--- config.mk ---
export PLATFORM = sky130hd
export DESIGN_NAME = devil_in_fpga_core_flat
export DESIGN_NICKNAME = d
export VERILOG_FILES = /design/src/rtl/devil_in_fpga_core_if.sv /design/src/rtl/devil_in_fpga_core.sv /design/src/flat_wrapper.sv
export SDC_FILE = /design/constraint.sdc
export NUM_CORES = 1
export LEC_CHECK = 0
export BUFFER_PORTS_ARGS = -buffer_cell sky130_fd_sc_hd__buf_2
export CORE_AREA = 2 2 142 144
export DETAILED_ROUTE_END_ITERATION = 16
export DIE_AREA = 0 0 144 146
export GPL_ROUTABILITY_DRIVEN = 1
export PLACE_DENSITY_LB_ADDON = 0.05
export SYNTH_ARGS = -nofsm -noshare
export SYNTH_HDL_FRONTEND = slang
export SYNTH_SLANG_ARGS = --single-unit
--- constraint.sdc ---
create_clock -name ace_aclk -period 24.3 [get_ports ace_aclk]
set_clock_uncertainty 0.1 [all_clocks]
set_input_delay 7.29 -clock ace_aclk [delete_from_list [all_inputs] [get_ports ace_aclk]]
set_output_delay 7.29 -clock ace_aclk [all_outputs]
set_load 0.02 [all_outputs]
--- src/rtl/devil_in_fpga_core_if.sv ---
// Snoop response channel driven by the devil engine while it owns the channel.
interface devil_in_fpga_core_if #(
    parameter int C_ACE_DATA_WIDTH = 128
);
    logic [C_ACE_DATA_WIDTH-1:0] o_rdata;
    logic [4:0]                  o_crresp;
    logic                        o_crvalid;
    logic                        o_cdvalid;
    logic                        o_cdlast;

    modport master (
        output o_rdata, o_crresp, o_crvalid, o_cdvalid, o_cdlast
    );

    modport slave (
        input  o_rdata, o_crresp, o_crvalid, o_cdvalid, o_cdlast
    );
endinterface

--- src/rtl/devil_in_fpga_core.sv ---
// Fault-injection engine: takes over the ACE snoop response channel and replies
// with programmable delays on CRVALID, CDVALID or CDLAST, in one-shot or continuous mode.
module devil_in_fpga_core #(
    parameter int         C_S_AXI_DATA_WIDTH = 32,
    parameter int         C_ACE_DATA_WIDTH   = 128,
    parameter logic [3:0] DEVIL_EN           = 4'd10
) (
    input  logic                          ace_aclk,
    input  logic                          ace_aresetn,
    input  logic [3:0]                    i_snoop_state,
    output logic [3:0]                    o_fsm_devil_state,
    input  logic [C_S_AXI_DATA_WIDTH-1:0] i_control_reg,
    input  logic [C_S_AXI_DATA_WIDTH-1:0] i_read_status_reg,
    output logic [C_S_AXI_DATA_WIDTH-1:0] o_write_status_reg,
    input  logic [C_S_AXI_DATA_WIDTH-1:0] i_delay_reg,
    input  logic [C_S_AXI_DATA_WIDTH-1:0] i_acsnoop_reg,
    input  logic [C_S_AXI_DATA_WIDTH-1:0] i_base_addr_reg,
    input  logic [C_S_AXI_DATA_WIDTH-1:0] i_addr_size_reg,
    devil_in_fpga_core_if.master          snp
);
    localparam int DW  = C_S_AXI_DATA_WIDTH;
    localparam int REP = C_ACE_DATA_WIDTH / 32;
    localparam logic [DW-1:0] ZERO_DW  = {DW{1'b0}};
    localparam logic [DW-1:0] ONE_DW   = {{(DW-1){1'b0}}, 1'b1};
    localparam logic [DW:0]   THREE_X  = {{(DW-1){1'b0}}, 2'b11};
    localparam logic [1:0]    T_FUZZ   = 2'd0;
    localparam logic [1:0]    T_CRV    = 2'd1;
    localparam logic [1:0]    T_CDV    = 2'd2;
    localparam logic [1:0]    T_CDL    = 2'd3;

    typedef enum logic [3:0] {
        S_IDLE            = 4'd0,
        S_ONE_SHOT_DELAY  = 4'd1,
        S_CONTINUOS_DELAY = 4'd2,
        S_RESPONSE        = 4'd3,
        S_DELAY           = 4'd4,
        S_END             = 4'd5
    } state_t;

    state_t                      state_r, next_state_s, exit_state_s;
    logic [DW-1:0]               cnt_r, next_cnt_s, dmin_s;
    logic [DW:0]                 last_idx_s, cnt_x_s, next_cnt_x_s;
    logic                        mode_osh_r, next_mode_osh_s, osh_done_r;
    logic [15:0]                 resp_cnt_r;
    logic [1:0]                  eff_test_s;
    logic                        en_s, osh_en_s, con_en_s, beat_s, last_s;
    logic                        crvalid_r, cdvalid_r, cdlast_r;
    logic [4:0]                  crresp_r;
    logic [C_ACE_DATA_WIDTH-1:0] rdata_r;
    logic                        unused_s;

    assign en_s         = i_control_reg[0];
    assign osh_en_s     = i_control_reg[16];
    assign con_en_s     = i_control_reg[17];
    assign dmin_s       = (i_delay_reg == ZERO_DW) ? ONE_DW : i_delay_reg;
    assign last_idx_s   = {1'b0, dmin_s} + THREE_X;
    assign cnt_x_s      = {1'b0, cnt_r};
    assign next_cnt_x_s = {1'b0, next_cnt_s};
    assign unused_s     = ^{i_base_addr_reg, i_addr_size_reg, i_read_status_reg[DW-2:0],
                            i_control_reg[DW-1:18], i_control_reg[15:14], i_control_reg[8:5]};

    // Test codes 4 and above fall back to the CRVALID-delay behaviour.
    always_comb begin
        case (i_control_reg[4:1])
            4'd0:    eff_test_s = T_FUZZ;
            4'd2:    eff_test_s = T_CDV;
            4'd3:    eff_test_s = T_CDL;
            default: eff_test_s = T_CRV;
        endcase
    end

    // Where a finished response goes: one-shot ends, continuous loops while CON_EN holds.
    always_comb begin
        if (mode_osh_r) begin
            exit_state_s = S_END;
        end else if (con_en_s) begin
            exit_state_s = S_CONTINUOS_DELAY;
        end else begin
            exit_state_s = S_IDLE;
        end
    end

    // Next-state, phase counter and mode selection.
    always_comb begin
        next_state_s    = state_r;
        next_cnt_s      = ZERO_DW;
        next_mode_osh_s = mode_osh_r;
        if (!en_s) begin
            next_state_s = S_IDLE;
        end else begin
            case (state_r)
                S_IDLE: begin
                    if (osh_en_s && !osh_done_r && (i_snoop_state == DEVIL_EN)) begin
                        next_state_s    = S_ONE_SHOT_DELAY;
                        next_mode_osh_s = 1'b1;
                    end else if (con_en_s) begin
                        next_state_s    = S_CONTINUOS_DELAY;
                        next_mode_osh_s = 1'b0;
                    end else begin
                        next_state_s = S_IDLE;
                    end
                end
                S_ONE_SHOT_DELAY, S_CONTINUOS_DELAY: begin
                    if ((eff_test_s == T_FUZZ) || (cnt_r >= (dmin_s - ONE_DW))) begin
                        next_state_s = S_RESPONSE;
                    end else begin
                        next_cnt_s = cnt_r + ONE_DW;
                    end
                end
                S_RESPONSE: begin
                    if ((eff_test_s == T_CDV) || (eff_test_s == T_CDL)) begin
                        next_state_s = S_DELAY;
                    end else begin
                        next_state_s = exit_state_s;
                    end
                end
                S_DELAY: begin
                    if (cnt_x_s >= last_idx_s) begin
                        next_state_s = exit_state_s;
                    end else begin
                        next_cnt_s = cnt_r + ONE_DW;
                    end
                end
                S_END:   next_state_s = S_IDLE;
                default: next_state_s = S_IDLE;
            endcase
        end
    end

    // Data-phase beat decode for the upcoming cycle, so outputs can be registered.
    always_comb begin
        beat_s = 1'b0;
        last_s = 1'b0;
        if (next_state_s == S_DELAY) begin
            case (eff_test_s)
                T_CDV: begin
                    beat_s = (next_cnt_x_s >= {1'b0, dmin_s}) && (next_cnt_x_s <= last_idx_s);
                    last_s = (next_cnt_x_s == last_idx_s);
                end
                T_CDL: begin
                    beat_s = (next_cnt_x_s < THREE_X) || (next_cnt_x_s == last_idx_s);
                    last_s = (next_cnt_x_s == last_idx_s);
                end
                default: begin
                    beat_s = 1'b0;
                    last_s = 1'b0;
                end
            endcase
        end else begin
            beat_s = 1'b0;
            last_s = 1'b0;
        end
    end

    // State, counters and one-shot bookkeeping; a counter clear beats a same-cycle increment.
    always_ff @(posedge ace_aclk) begin
        if (!ace_aresetn) begin
            state_r    <= S_IDLE;
            cnt_r      <= ZERO_DW;
            mode_osh_r <= 1'b0;
            osh_done_r <= 1'b0;
            resp_cnt_r <= 16'd0;
        end else begin
            state_r    <= next_state_s;
            cnt_r      <= next_cnt_s;
            mode_osh_r <= next_mode_osh_s;
            if (!osh_en_s) begin
                osh_done_r <= 1'b0;
            end else if (state_r == S_END) begin
                osh_done_r <= 1'b1;
            end else begin
                osh_done_r <= osh_done_r;
            end
            if (i_read_status_reg[DW-1]) begin
                resp_cnt_r <= 16'd0;
            end else if (state_r == S_RESPONSE) begin
                resp_cnt_r <= resp_cnt_r + 16'd1;
            end else begin
                resp_cnt_r <= resp_cnt_r;
            end
        end
    end

    // Snoop channel outputs, registered from the next-cycle decode to line up with state_r.
    always_ff @(posedge ace_aclk) begin
        if (!ace_aresetn) begin
            crvalid_r <= 1'b0;
            crresp_r  <= 5'd0;
            cdvalid_r <= 1'b0;
            cdlast_r  <= 1'b0;
            rdata_r   <= {C_ACE_DATA_WIDTH{1'b0}};
        end else begin
            crvalid_r <= (next_state_s == S_RESPONSE);
            crresp_r  <= (next_state_s == S_RESPONSE) ? i_control_reg[13:9] : 5'd0;
            cdvalid_r <= beat_s;
            cdlast_r  <= last_s;
            rdata_r   <= beat_s ? {REP{i_acsnoop_reg[31:0]}} : {C_ACE_DATA_WIDTH{1'b0}};
        end
    end

    assign o_fsm_devil_state  = state_r;
    assign o_write_status_reg = {resp_cnt_r, 8'h00, state_r, 2'b00, osh_done_r, (state_r != S_IDLE)};
    assign snp.o_crvalid      = crvalid_r;
    assign snp.o_crresp       = crresp_r;
    assign snp.o_cdvalid      = cdvalid_r;
    assign snp.o_cdlast       = cdlast_r;
    assign snp.o_rdata        = rdata_r;
endmodule

--- src/flat_wrapper.sv ---
// flat-port wrapper written by rule: the top's interface ports become plain ports
module devil_in_fpga_core_flat 
#(
    parameter int         C_S_AXI_DATA_WIDTH = 32,
    parameter int         C_ACE_DATA_WIDTH   = 128,
    parameter logic [3:0] DEVIL_EN           = 4'd10
)
  (ace_aclk, ace_aresetn, i_snoop_state, o_fsm_devil_state, i_control_reg, i_read_status_reg, o_write_status_reg, i_delay_reg, i_acsnoop_reg, i_base_addr_reg, i_addr_size_reg, snp_o_rdata, snp_o_crresp, snp_o_crvalid, snp_o_cdvalid, snp_o_cdlast);
  devil_in_fpga_core_if #(.C_ACE_DATA_WIDTH(C_ACE_DATA_WIDTH)) snp_i ();
  input  logic ace_aclk;
  input  logic ace_aresetn;
  input  logic [3:0] i_snoop_state;
  output logic [3:0] o_fsm_devil_state;
  input  logic [C_S_AXI_DATA_WIDTH-1:0] i_control_reg;
  input  logic [C_S_AXI_DATA_WIDTH-1:0] i_read_status_reg;
  output logic [C_S_AXI_DATA_WIDTH-1:0] o_write_status_reg;
  input  logic [C_S_AXI_DATA_WIDTH-1:0] i_delay_reg;
  input  logic [C_S_AXI_DATA_WIDTH-1:0] i_acsnoop_reg;
  input  logic [C_S_AXI_DATA_WIDTH-1:0] i_base_addr_reg;
  input  logic [C_S_AXI_DATA_WIDTH-1:0] i_addr_size_reg;
  output wire logic [$bits(snp_i.o_rdata)-1:0] snp_o_rdata;
  output wire logic [$bits(snp_i.o_crresp)-1:0] snp_o_crresp;
  output wire logic [$bits(snp_i.o_crvalid)-1:0] snp_o_crvalid;
  output wire logic [$bits(snp_i.o_cdvalid)-1:0] snp_o_cdvalid;
  output wire logic [$bits(snp_i.o_cdlast)-1:0] snp_o_cdlast;
  assign snp_o_rdata = snp_i.o_rdata;
  assign snp_o_crresp = snp_i.o_crresp;
  assign snp_o_crvalid = snp_i.o_crvalid;
  assign snp_o_cdvalid = snp_i.o_cdvalid;
  assign snp_o_cdlast = snp_i.o_cdlast;
  devil_in_fpga_core #(.C_S_AXI_DATA_WIDTH(C_S_AXI_DATA_WIDTH), .C_ACE_DATA_WIDTH(C_ACE_DATA_WIDTH), .DEVIL_EN(DEVIL_EN)) u_core (.ace_aclk(ace_aclk), .ace_aresetn(ace_aresetn), .i_snoop_state(i_snoop_state), .o_fsm_devil_state(o_fsm_devil_state), .i_control_reg(i_control_reg), .i_read_status_reg(i_read_status_reg), .o_write_status_reg(o_write_status_reg), .i_delay_reg(i_delay_reg), .i_acsnoop_reg(i_acsnoop_reg), .i_base_addr_reg(i_base_addr_reg), .i_addr_size_reg(i_addr_size_reg), .snp(snp_i));
endmodule
==> results by group, run 1 <==
Floorplan
  • Row Count: 51
  • Die Footprint: 0.0210 mm^2
  • Count of pins on the block boundary: 370
  • Initial Util: 48.8%
  • Core box area: 0.0193 mm^2
  • Horizontal die dimension: 144 um
  • Y dimension of the die: 146 um

Clocking
  • CTS buffer count: 9
  • CTS sink count: 94
  • Clk_lat worst skew: 0.36 ns
  • Post CTS Setup Buffer Count: 0
  • Clock root buffer: clkbuf_16
  • CTS tree: built
  • H-tree depth reported by CTS: 3
  • Clk slew on worst S/H paths: 0.08 ns
  • Maximum clock path buffer count: 2
  • Number of buffers inserted by hold repair at cts: 0
  • # resized after CTS: 0

Logic synthesis
  • Leading post-synthesis cells by cell area: dfxtp_1 (20%), ha_1 (17%), buf_4 (8.8%), xnor2_1 (7.0%), a211oi_2 (4.0%)
  • Number of different library cells in the post-synthesis netlist: 77
  • Fraction of registers with async set or reset after synthesis: 0%
  • Number of enable-type register cells in the synthesized netlist: 0
  • Fraction of the mapped netlist area in adder cells: 17.1%
  • Synthesized area divided by synthesized cell count: 8.13 um^2
  • Basic-gate share of the synthesized area counting and, or, nand and nor cells: 25.3%
  • Instance count of the mapped netlist: 1160
  • Proportion of netlist area held by the largest area contributor: 20.0%
  • Combinational family with the most area after synthesis: simple AND/OR/NAND/NOR gates
  • Library cell with the largest summed area after synthesis: dfxtp_1
  • Register area share after synthesis: 20.0%
  • Area share of xor/xnor cells in the synthesized design: 9.84%
  • Total standard cell area after synthesis: 0.00943 mm^2
  • Share of the synthesized area in compound gates (AO/OA/AOI/OAI): 14.6%
  • Number of warnings issued by yosys: 0
  • Mux share of post-synthesis cell area: 0.106%
  • Prevailing post-synth register cell: dfxtp_1
  • FF+latch count, synth: 94

Global route
  • Global route total overflow: 0
  • Pin count of the biggest net entering global routing: 38
  • Global-route wire length before repair: 48.4 mm
  • GRT Util Overall: 30.9%
  • Number of antenna violations at the first check in global routing: 4
  • Vias in the first global route: 8074

STA
  • FMAX: 0.0584 GHz
  • Count of final setup violators: 0
  • Summed negative setup slack over all endpoints: 0 ns
  • Number of max-slew violations in the final report: 0
  • Headroom to the max-slew limit: 13.7%
  • Period minus WS final: 17.12 ns
  • Setup repair after global routing missed its margin: no
  • Hold Fails Final Rpt: 0
  • Part of the cycle the worst path needs: 70.5%
  • Worst-Margin Slew: 1.29 ns

Cells and area
  • Finished Layout Cells: 1546
  • Layout overhead on the synthesized area: 9.74%
  • Post-layout util: 53.5%
  • Layout fillers: 1953
  • Leading cell type in the layout, fill and taps excluded: buf_2
  • Number of nets in the layout: 1602
  • Post-route cell area: 0.0103 mm^2
  • Fraction of layout cells with a size suffix above 1: 25.2%
  • Leading cell types in the layout, fill and taps excluded: buf_2 (244), ha_1 (129), nor2_1 (97), dfxtp_1 (94), nand2_1 (87)

Drt
  • WL/cell: 21.5 um
  • Final routed DRC violation total: 0
  • Via count: 9104
  • Initial DRC Count: 788
  • Drt total wl: 33.3 mm
  • First-pass DRT Iterations: 6
  • Via/cell ratio: 5.89
  • Antenna-violating nets left: 0

Worst setup path
  • Kind of end point of the critical path: register
  • Maximum fanout along the worst path: 37
  • Logic depth of the worst register-to-register path: 20
  • Data arrival time of the worst path: 17.29 ns
  • Crit path max-delay cell type: nor4_1
  • Kind of critical path: in2reg
  • Data required time at the worst endpoint: 24.47 ns
  • Delay of the slowest critical-path stage: 0.83 ns
  • Type of element launching the critical path: input port
  • Most common cell type on the critical path: ha_1
  • Startpoint of the worst-slack reg-to-reg timing path: u_core.cnt_r[17]
  • Slack of the worst reg-to-reg path: 17.46 ns
  • Worst flop-to-flop path endpoint: u_core.snp.o_rdata[123]
  • Start point of the critical path: i_delay_reg[19]

Power and ir drop
  • Peak supply drop: 37.0 uV
  • Leak pwr: 4.83 nW
  • Power density relative to cell area: 33.9 mW/mm^2

Placement
  • Routability congestion estimate from global placement: 0.925
  • Post-detailed-placement cell area: 0.0100 mm^2
  • Number of placed instances with taps included: 1529
  • DP Wirelength: 27.8 mm
  • Port Buf Inserts: 244

Worst hold path
  • Hold path depth: 2
  • Type of the most critical hold path: reg2reg
  • Worst hold endpoint: u_core.resp_cnt_r[1]
  • Worst Min Path Start: u_core.resp_cnt_r[1]

Run
  • Maximum Capacitance Violations: 0

Status
  • Result of the run: finished clean
==> sequential cells by signal, indices dropped and copies added, names as in the netlist <==
register,cells
u_core.snp.o_rdata,32
u_core.snp.o_crvalid,1
u_core.osh_done_r,1
u_core.snp.o_crresp,5
u_core.snp.o_cdlast,1
u_core.cnt_r,32
u_core.mode_osh_r,1
u_core.snp.o_cdvalid,1
u_core.resp_cnt_r,16
u_core.o_fsm_devil_state,4
==> worst max-delay path by stage <==
stage	to	slack, ns	cells after the start
global route	u_core.snp.o_rdata[117]	6.80	32
detailed placement	u_core.snp.o_rdata[95]	7.01	32
floorplan	u_core.snp.o_rdata[100]	9.80	33
finish	u_core.snp.o_rdata[123]	7.18	32
CTS	u_core.snp.o_rdata[123]	7.33	32
global placement	u_core.snp.o_rdata[118]	6.96	32
==> layer usage <==
metal  track usage, %  vias to the layer above  wire (um)
li1                 -                     4311          -
met2             46.5                      453      14100
met5                0                        -          0
met4             13.4                        0       1450
met3             3.52                       56       2720
met1             44.1                     4284      15000
==> kinds of logic (layout without fill, tap and decap cells) <==
group / count (synthesis) / in the layout
AOI/OAI and AO/OA: 178 / 178
xor gates and xnor gates: 106 / 106
adders and majority gates: 129 / 129
buffers and inverters: 202 / 312
DFF: 94 / 94
muxes: 1 / 1
other: 1 / 12
and+or+nand+nor: 449 / 449
==> cells in the mapped netlist, types with 4 or more instances <==
| cell | n |
|---|---|
| and4_1 | 14 |
| clkbuf_1 | 19 |
| a21oi_1 | 38 |
| nand2_1 | 87 |
| nor4_1 | 16 |
| nor2b_1 | 4 |
| nand3b_1 | 5 |
| a211oi_1 | 8 |
| nor3_1 | 61 |
| nor4_2 | 4 |
| buf_4 | 111 |
| xnor2_1 | 75 |
| and3_1 | 13 |
| dfxtp_1 | 94 |
| nor3b_1 | 6 |
| o211ai_1 | 5 |
| o211a_1 | 6 |
| a21o_1 | 18 |
| buf_2 | 20 |
| o21bai_1 | 4 |
| nor2_1 | 98 |
| a211oi_2 | 30 |
| nand2b_1 | 7 |
| a31oi_1 | 9 |
| and2_1 | 5 |
| o21ai_0 | 25 |
| xor2_1 | 31 |
| inv_1 | 40 |
| or3_1 | 6 |
| nand3_1 | 47 |
| or4_1 | 5 |
| nand4_1 | 52 |
| ha_1 | 129 |
==> critical path: cells and delay by family <==
family | cells | cell delay [ns]
buf+inv | 5 | 1.15
xor+xnor | 1 | 0.23
compound gates | 9 | 2.57
fa+ha+maj | 3 | 0.83
simple gates | 14 | 5.14
==> stage by stage <==
step,total power [mW],setup slack [ns],hold slack (ns)
floorplan,0.189,9.80,0.386
global placement,0.205,6.96,0.388
detailed placement,0.206,7.01,0.399
CTS,0.352,7.33,0.413
global route,0.364,6.80,0.434
finish,0.350,7.18,0.413
==> area by class of cell <==
type / count / area (um^2) / area share (%)
sequential: 94 / 1880 / 18.2
tap: 265 / 332 / 3.20
clock buffer: 9 / 225 / 2.18
timing repair buffer: 251 / 1270 / 12.3
clock inverter: 7 / 91.3 / 0.883
antenna: 1 / 2.50 / 0.0242
inverter: 45 / 170 / 1.64
multi-input combinational: 874 / 6370 / 61.6
==> where the power goes <==
part	internal [mW]	leakage (nW)	switching, mW
combinational	0.0180	3.92	0.0304
clock	0.0740	0.152	0.0737
sequential	0.154	0.757	0.000377
total	0.246	4.83	0.104
(Power assumes the default switching activity.)
==> run 2: changes to the inputs <==
--- a/config.mk
+++ b/config.mk
@@ -6,9 +6,9 @@
 export NUM_CORES = 1
 export LEC_CHECK = 0
 export BUFFER_PORTS_ARGS = -buffer_cell sky130_fd_sc_hd__buf_2
-export CORE_AREA = 2 2 142 144
+export CORE_AREA = 2 2 144 146
 export DETAILED_ROUTE_END_ITERATION = 16
-export DIE_AREA = 0 0 144 146
+export DIE_AREA = 0 0 146 148
 export GPL_ROUTABILITY_DRIVEN = 1
 export PLACE_DENSITY_LB_ADDON = 0.05
 export SYNTH_ARGS = -nofsm -noshare
==> constraint.sdc (replaced) <==
create_clock -name ace_aclk -period 17 [get_ports ace_aclk]
set_clock_uncertainty 0.1 [all_clocks]
set_input_delay 5.1 -clock ace_aclk [delete_from_list [all_inputs] [get_ports ace_aclk]]
set_output_delay 5.1 -clock ace_aclk [all_outputs]
set_load 0.02 [all_outputs]
==> run 2 against run 1 <==
Non-clock buffer count is 1 higher. Routed wire length increased by 0.26%. Utilization shrank 1.8 points. Sequential share of layout area about the same. Critical path depth unchanged. Total power is 43% higher. Combinational power is 42% higher. Largest cell class unchanged. Highest routed layer unchanged.
==> results by group, run 2 (synthesized netlist as in run 1, its figures left out) <==
Status
  • Result of the run: finished clean (unchanged)

Cells and area
  • Leading cell type in the layout, fill and taps excluded: buf_2 (unchanged)
  • Number of nets in the layout: 1603 (was 1602)
  • Fraction of layout cells with a size suffix above 1: 25.2% (about the same)
  • Leading cell types in the layout, fill and taps excluded: buf_2 (244), ha_1 (129), nor2_1 (97), dfxtp_1 (94), nand2_1 (87) (unchanged)
  • Layout overhead on the synthesized area: 9.91% (was 9.74%)

Global route
  • Number of antenna violations at the first check in global routing: 2 (was 4)
  • Global route total overflow: 0 (unchanged)
  • GRT Util Overall: 30.2% (was 30.9%)
  • Vias in the first global route: 8374 (was 8074)
  • Pin count of the biggest net entering global routing: 38 (unchanged)
  • Global-route wire length before repair: 49.9 mm (was 48.4 mm)

STA
  • Count of final setup violators: 0 (unchanged)
  • Period minus WS final: 15.17 ns
  • Headroom to the max-slew limit: 28.6% (was 13.7%)
  • Part of the cycle the worst path needs: 89.3%
  • Setup repair after global routing missed its margin: no (unchanged)
  • Worst-Margin Slew: 1.07 ns (was 1.29 ns)
  • Summed negative setup slack over all endpoints: 0 ns (unchanged)
  • Number of max-slew violations in the final report: 0 (unchanged)
  • Hold Fails Final Rpt: 0 (unchanged)
  • FMAX: 0.0659 GHz

Floorplan
  • Count of pins on the block boundary: 370 (unchanged)
  • Initial Util: 47.1% (was 48.8%)
  • Row Count: 52 (was 51)
  • Die Footprint: 0.0216 mm^2 (was 0.0210 mm^2)
  • Core box area: 0.0200 mm^2 (was 0.0193 mm^2)
  • Horizontal die dimension: 146 um (was 144 um)
  • Y dimension of the die: 148 um (was 146 um)

Drt
  • First-pass DRT Iterations: 5 (was 6)
  • Via/cell ratio: 5.85 (was 5.89)
  • Antenna-violating nets left: 0 (unchanged)
  • Drt total wl: 33.4 mm (was 33.3 mm)
  • Final routed DRC violation total: 0 (unchanged)
  • WL/cell: 21.5 um (about the same)
  • Initial DRC Count: 686 (was 788)
  • Via count: 9078 (was 9104)

Worst setup path
  • Kind of end point of the critical path: register (unchanged)
  • Data required time at the worst endpoint: 17.17 ns (was 24.47 ns)
  • Delay of the slowest critical-path stage: 0.85 ns (was 0.83 ns)
  • Most common cell type on the critical path: ha_1 (unchanged)
  • Worst flop-to-flop path endpoint: u_core.snp.o_rdata[123] (unchanged)
  • Slack of the worst reg-to-reg path: 9.84 ns (was 17.46 ns)
  • Maximum fanout along the worst path: 37 (unchanged)
  • Crit path max-delay cell type: nor4_1 (unchanged)
  • Type of element launching the critical path: input port (unchanged)
  • Critical path buffer and inverter count: 5 (unchanged)
  • Kind of critical path: in2reg (unchanged)
  • Logic depth of the worst register-to-register path: 19 (was 20)
  • Startpoint of the worst-slack reg-to-reg timing path: u_core.cnt_r[24] (was u_core.cnt_r[17])
  • Data arrival time of the worst path: 15.34 ns (was 17.29 ns)
  • Cell class contributing the biggest share of worst-path delay: simple AND/OR/NAND/NOR gates (unchanged)

Clocking
  • # resized after CTS: 0 (unchanged)
  • CTS tree: built (unchanged)
  • Post CTS Setup Buffer Count: 0 (unchanged)
  • Clk slew on worst S/H paths: 0.08 ns (about the same)
  • Maximum clock path buffer count: 2 (unchanged)
  • CTS buffer count: 9 (unchanged)
  • CTS sink count: 94 (unchanged)
  • Clk_lat worst skew: 0.36 ns (about the same)
  • Clock root buffer: clkbuf_16 (unchanged)
  • H-tree depth reported by CTS: 3 (unchanged)
  • Number of buffers inserted by hold repair at cts: 0 (unchanged)

Run
  • Maximum Capacitance Violations: 0 (unchanged)

Placement
  • DP Wirelength: 27.7 mm (was 27.8 mm)
  • Routability congestion estimate from global placement: 0.931 (was 0.925)
  • Port Buf Inserts: 244 (unchanged)

Power and ir drop
  • Leak pwr: 4.83 nW (about the same)
  • Overall power of the completed layout: 0.502 mW (was 0.350 mW)
  • Peak supply drop: 71.7 uV (was 37.0 uV)
  • Power density relative to cell area: 48.4 mW/mm^2 (was 33.9 mW/mm^2)

Worst hold path
  • Worst hold endpoint: u_core.resp_cnt_r[10] (was u_core.resp_cnt_r[1])
  • Type of the most critical hold path: reg2reg (unchanged)
  • Hold path depth: 2 (unchanged)
  • Worst Min Path Start: u_core.resp_cnt_r[10] (was u_core.resp_cnt_r[1])
-- run 2: cell types whose count changed in the layout (fill, tap and decap cells not counted) --
cell	change
buf_4	+1
diode_2	+1
-- run 2: layout make-up --
cell class | count | area (um^2)
flip-flops and latches | 94 | 1880
inverters | 45 | 170
fillers | 2083 | 9670
multi-input cells | 874 | 6370
clock inverters | 7 | 91.3
diodes | 2 | 5.00
repair buffers | 252 | 1280
clock buffers | 9 | 225
well taps | 270 | 338
-- run 2: how the worst max path moves through the flow --
stage               startpoint                      end  cells past startpoint
6_report       i_delay_reg[19]  u_core.snp.o_rdata[123]                     32
5_1_grt        i_delay_reg[19]  u_core.snp.o_rdata[123]                     32
4_1_cts        i_delay_reg[19]  u_core.snp.o_rdata[123]                     32
3_5_place_dp   i_delay_reg[19]  u_core.snp.o_rdata[123]                     32
3_3_place_gp   i_delay_reg[19]  u_core.snp.o_rdata[123]                     32
2_1_floorplan  i_delay_reg[12]  u_core.snp.o_rdata[100]                     33
-- run 2: through the flow --
step / hold WS (ns) / worst slack (ns) / cell area [um^2] / util [%] / cells
4_1_cts: 0.416 / 2.06 / 10400 / 51.7 / 1551
5_1_grt: 0.427 / 1.49 / 10400 / 51.7 / 1551
6_report: 0.419 / 1.83 / 10400 / 51.7 / 1553
3_5_place_dp: 0.399 / 1.75 / 10000 / 50.1 / 1535
2_1_floorplan: 0.386 / 4.69 / 9470 / - / 1170
3_3_place_gp: 0.394 / 1.91 / 10000 / 50.1 / 1535
-- run 2: worst min-delay path, cell delays in order, from the launching register on --
cell and delay [ns]:
dfxtp_1 0.33, o21ai_0 0.08, a21oi_1 0.06
-- run 2: metal layers --
metal  vias to the layer above  track usage [%]  routed length [um]
met5                         -                0                   0
met4                         0             8.06                 726
met3                        38             3.64                2660
met2                       439             49.1               14700
met1                      4298             42.6               15300
li1                       4303                -                   -
-- run 2: report_power, final --
part	switching, mW	internal (mW)	leakage (nW)
sequential	0.000525	0.220	0.757
combinational	0.0430	0.0257	3.92
clock	0.107	0.106	0.152
==> run 3: changes to the inputs <==
--- a/config.mk
+++ b/config.mk
@@ -6,9 +6,9 @@
 export NUM_CORES = 1
 export LEC_CHECK = 0
 export BUFFER_PORTS_ARGS = -buffer_cell sky130_fd_sc_hd__buf_2
-export CORE_AREA = 2 2 144 146
+export CORE_MARGIN = 2
+export CORE_UTILIZATION = 40
 export DETAILED_ROUTE_END_ITERATION = 16
-export DIE_AREA = 0 0 146 148
 export GPL_ROUTABILITY_DRIVEN = 1
 export PLACE_DENSITY_LB_ADDON = 0.05
 export SYNTH_ARGS = -nofsm -noshare
==> run 3 against run 2 <==
Total power decreased by 2.1%. Die area increased by 15%. Largest cell class unchanged. Utilization decreased by 7.1 points. Via count decreased by 4.3%. Critical path depth unchanged. First-iteration DRC count decreased by 18%. Count of clock-buffer cells in the layout unchanged. Sequential cell count unchanged. Register-to-register slack improved by 0.23 ns. Combinational power about the same. Sequential share of layout area decreased by 0.081 points. Critical path type unchanged.
==> results by group, run 3 (synthesized netlist as in run 1, its figures left out) <==
Status
  • Result of the run: finished clean (unchanged)

Floorplan
  • Die Footprint: 0.0248 mm^2 (was 0.0216 mm^2)
  • Row Count: 56 (was 52)
  • Count of pins on the block boundary: 370 (unchanged)
  • Initial Util: 40.4% (was 47.1%)
  • Y dimension of the die: 158 um (was 148 um)
  • Horizontal die dimension: 158 um (was 146 um)
  • Core box area: 0.0233 mm^2 (was 0.0200 mm^2)

Placement
  • Port Buf Inserts: 244 (unchanged)
  • Post-detailed-placement cell area: 0.0101 mm^2 (was 0.0100 mm^2)
  • DP Wirelength: 27.8 mm (was 27.7 mm)
  • Number of placed instances with taps included: 1585 (was 1535)
  • Routability congestion estimate from global placement: 0.866 (was 0.931)

STA
  • Setup repair after global routing missed its margin: no (unchanged)
  • Number of max-slew violations in the final report: 0 (unchanged)
  • Headroom to the max-slew limit: 25.7% (was 28.6%)
  • FMAX: 0.0668 GHz (was 0.0659 GHz)
  • Part of the cycle the worst path needs: 88.0% (was 89.3%)
  • Count of final setup violators: 0 (unchanged)
  • Summed negative setup slack over all endpoints: 0 ns (unchanged)
  • Period minus WS final: 14.96 ns (was 15.17 ns)
  • Hold Fails Final Rpt: 0 (unchanged)
  • Worst-Margin Slew: 1.11 ns (was 1.07 ns)

Power and ir drop
  • Overall power of the completed layout: 0.491 mW (was 0.502 mW)
  • Peak supply drop: 44.5 uV (was 71.7 uV)
  • Power density relative to cell area: 47.2 mW/mm^2 (was 48.4 mW/mm^2)
  • Leak pwr: 4.83 nW (about the same)

Cells and area
  • Post-route cell area: 0.0104 mm^2 (about the same)
  • Leading cell type in the layout, fill and taps excluded: buf_2 (unchanged)
  • Fraction of layout cells with a size suffix above 1: 25.3% (was 25.2%)
  • Number of nets in the layout: 1604 (was 1603)
  • Leading cell types in the layout, fill and taps excluded: buf_2 (244), ha_1 (129), nor2_1 (97), dfxtp_1 (94), nand2_1 (87) (unchanged)
  • Layout overhead on the synthesized area: 10.4% (was 9.91%)
  • Finished Layout Cells: 1603 (was 1553)

Clocking
  • CTS sink count: 94 (unchanged)
  • Post CTS Setup Buffer Count: 0 (unchanged)
  • H-tree depth reported by CTS: 3 (unchanged)
  • Clk_lat worst skew: 0.36 ns (about the same)
  • Maximum clock path buffer count: 2 (unchanged)
  • CTS tree: built (unchanged)
  • Clk slew on worst S/H paths: 0.07 ns (was 0.08 ns)
  • Number of buffers inserted by hold repair at cts: 0 (unchanged)
  • # resized after CTS: 0 (unchanged)
  • CTS buffer count: 9 (unchanged)
  • Clock root buffer: clkbuf_16 (unchanged)

Drt
  • Drt total wl: 33.4 mm (about the same)
  • WL/cell: 20.9 um (was 21.5 um)
  • First-pass DRT Iterations: 5 (unchanged)
  • Antenna-violating nets left: 0 (unchanged)
  • Via/cell ratio: 5.42 (was 5.85)
  • Final routed DRC violation total: 0 (unchanged)
  • Initial DRC Count: 565 (was 686)
  • Via count: 8687 (was 9078)

Global route
  • GRT Util Overall: 26.4% (was 30.2%)
  • Global route total overflow: 0 (unchanged)
  • Number of antenna violations at the first check in global routing: 2 (unchanged)
  • Vias in the first global route: 8025 (was 8374)
  • Pin count of the biggest net entering global routing: 38 (unchanged)
  • Global-route wire length before repair: 48.8 mm (was 49.9 mm)

Worst setup path
  • Maximum fanout along the worst path: 33 (was 37)
  • Delay of the slowest critical-path stage: 0.82 ns (was 0.85 ns)
  • Type of element launching the critical path: input port (unchanged)
  • Data arrival time of the worst path: 15.14 ns (was 15.34 ns)
  • Data required time at the worst endpoint: 17.17 ns (about the same)
  • Crit path max-delay cell type: nor4_1 (unchanged)
  • Logic depth of the worst register-to-register path: 19 (unchanged)
  • Kind of end point of the critical path: register (unchanged)
  • Kind of critical path: in2reg (unchanged)

Run
  • Maximum Capacitance Violations: 0 (unchanged)

Worst hold path
  • Type of the most critical hold path: reg2reg (unchanged)
  • Hold path depth: 2 (unchanged)
==> run 3: cell types whose count changed in the layout (fill, tap and decap cells not counted) <==
cell,delta
buf_4,+1
clkinv_2,+1
clkinv_8,-3
clkinvlp_4,+1
inv_6,-1
inv_8,+2
==> run 3: critical path, delay by kind of cell <==
kind | cells | cell delay, ns
compound gates | 9 | 3.06
xor+xnor | 1 | 0.23
fa+ha+maj | 3 | 1.01
buf+inv | 5 | 1.03
simple gates | 14 | 4.64
==> run 3: path summary, 6_finish.rpt <==
check / slack [ns] / start / to
worst max-delay path: 2.04 / i_delay_reg[19] / u_core.snp.o_rdata[104]
worst min-delay path: 0.41 / u_core.resp_cnt_r[1] / u_core.resp_cnt_r[1]
worst max register to register: 10.07 / u_core.cnt_r[22] / u_core.snp.o_rdata[104]
worst min register to register: 0.41 / u_core.resp_cnt_r[1] / u_core.resp_cnt_r[1]
==> run 3: through the flow <==
stage / setup slack (ns) / hold slack (ns) / utilization (%)
after detailed placement: 1.75 / 0.400 / 43.3
after global routing: 1.67 / 0.433 / 44.6
after global placement: 1.78 / 0.393 / 43.3
after CTS: 2.09 / 0.410 / 44.6
final: 2.04 / 0.409 / 44.6
after floorplan: 4.69 / 0.386 / -
==> run 3: final cells by class <==
cell class,count,area (um^2)
Timing Repair Buffer,253,1290
Tap cell,319,399
Clock buffer,9,225
Clock inverter,7,68.8
Antenna cell,2,5.00
Inverter,45,170
Multi-Input combinational cell,874,6370
Fill cell,2438,12900
Sequential cell,94,1880
==> run 3: metal layers <==
metal / wire length [um] / global-route usage [%] / part of all wire (%) / vias to the layer above
met2: 16000 / 45.7 / 48 / 269
met4: 1880 / 14.9 / 5.6 / 0
li1: - / - / - / 4317
met5: 0 / 0 / 0 / -
met3: 1300 / 3.00 / 3.9 / 53
met1: 14300 / 31.8 / 43 / 4048
==> run 3: report_power, final <==
part | switching (mW) | internal [mW] | total (mW)
combinational | 0.0427 | 0.0257 | 0.0684
clock | 0.0993 | 0.103 | 0.202
sequential | 0.000552 | 0.220 | 0.221
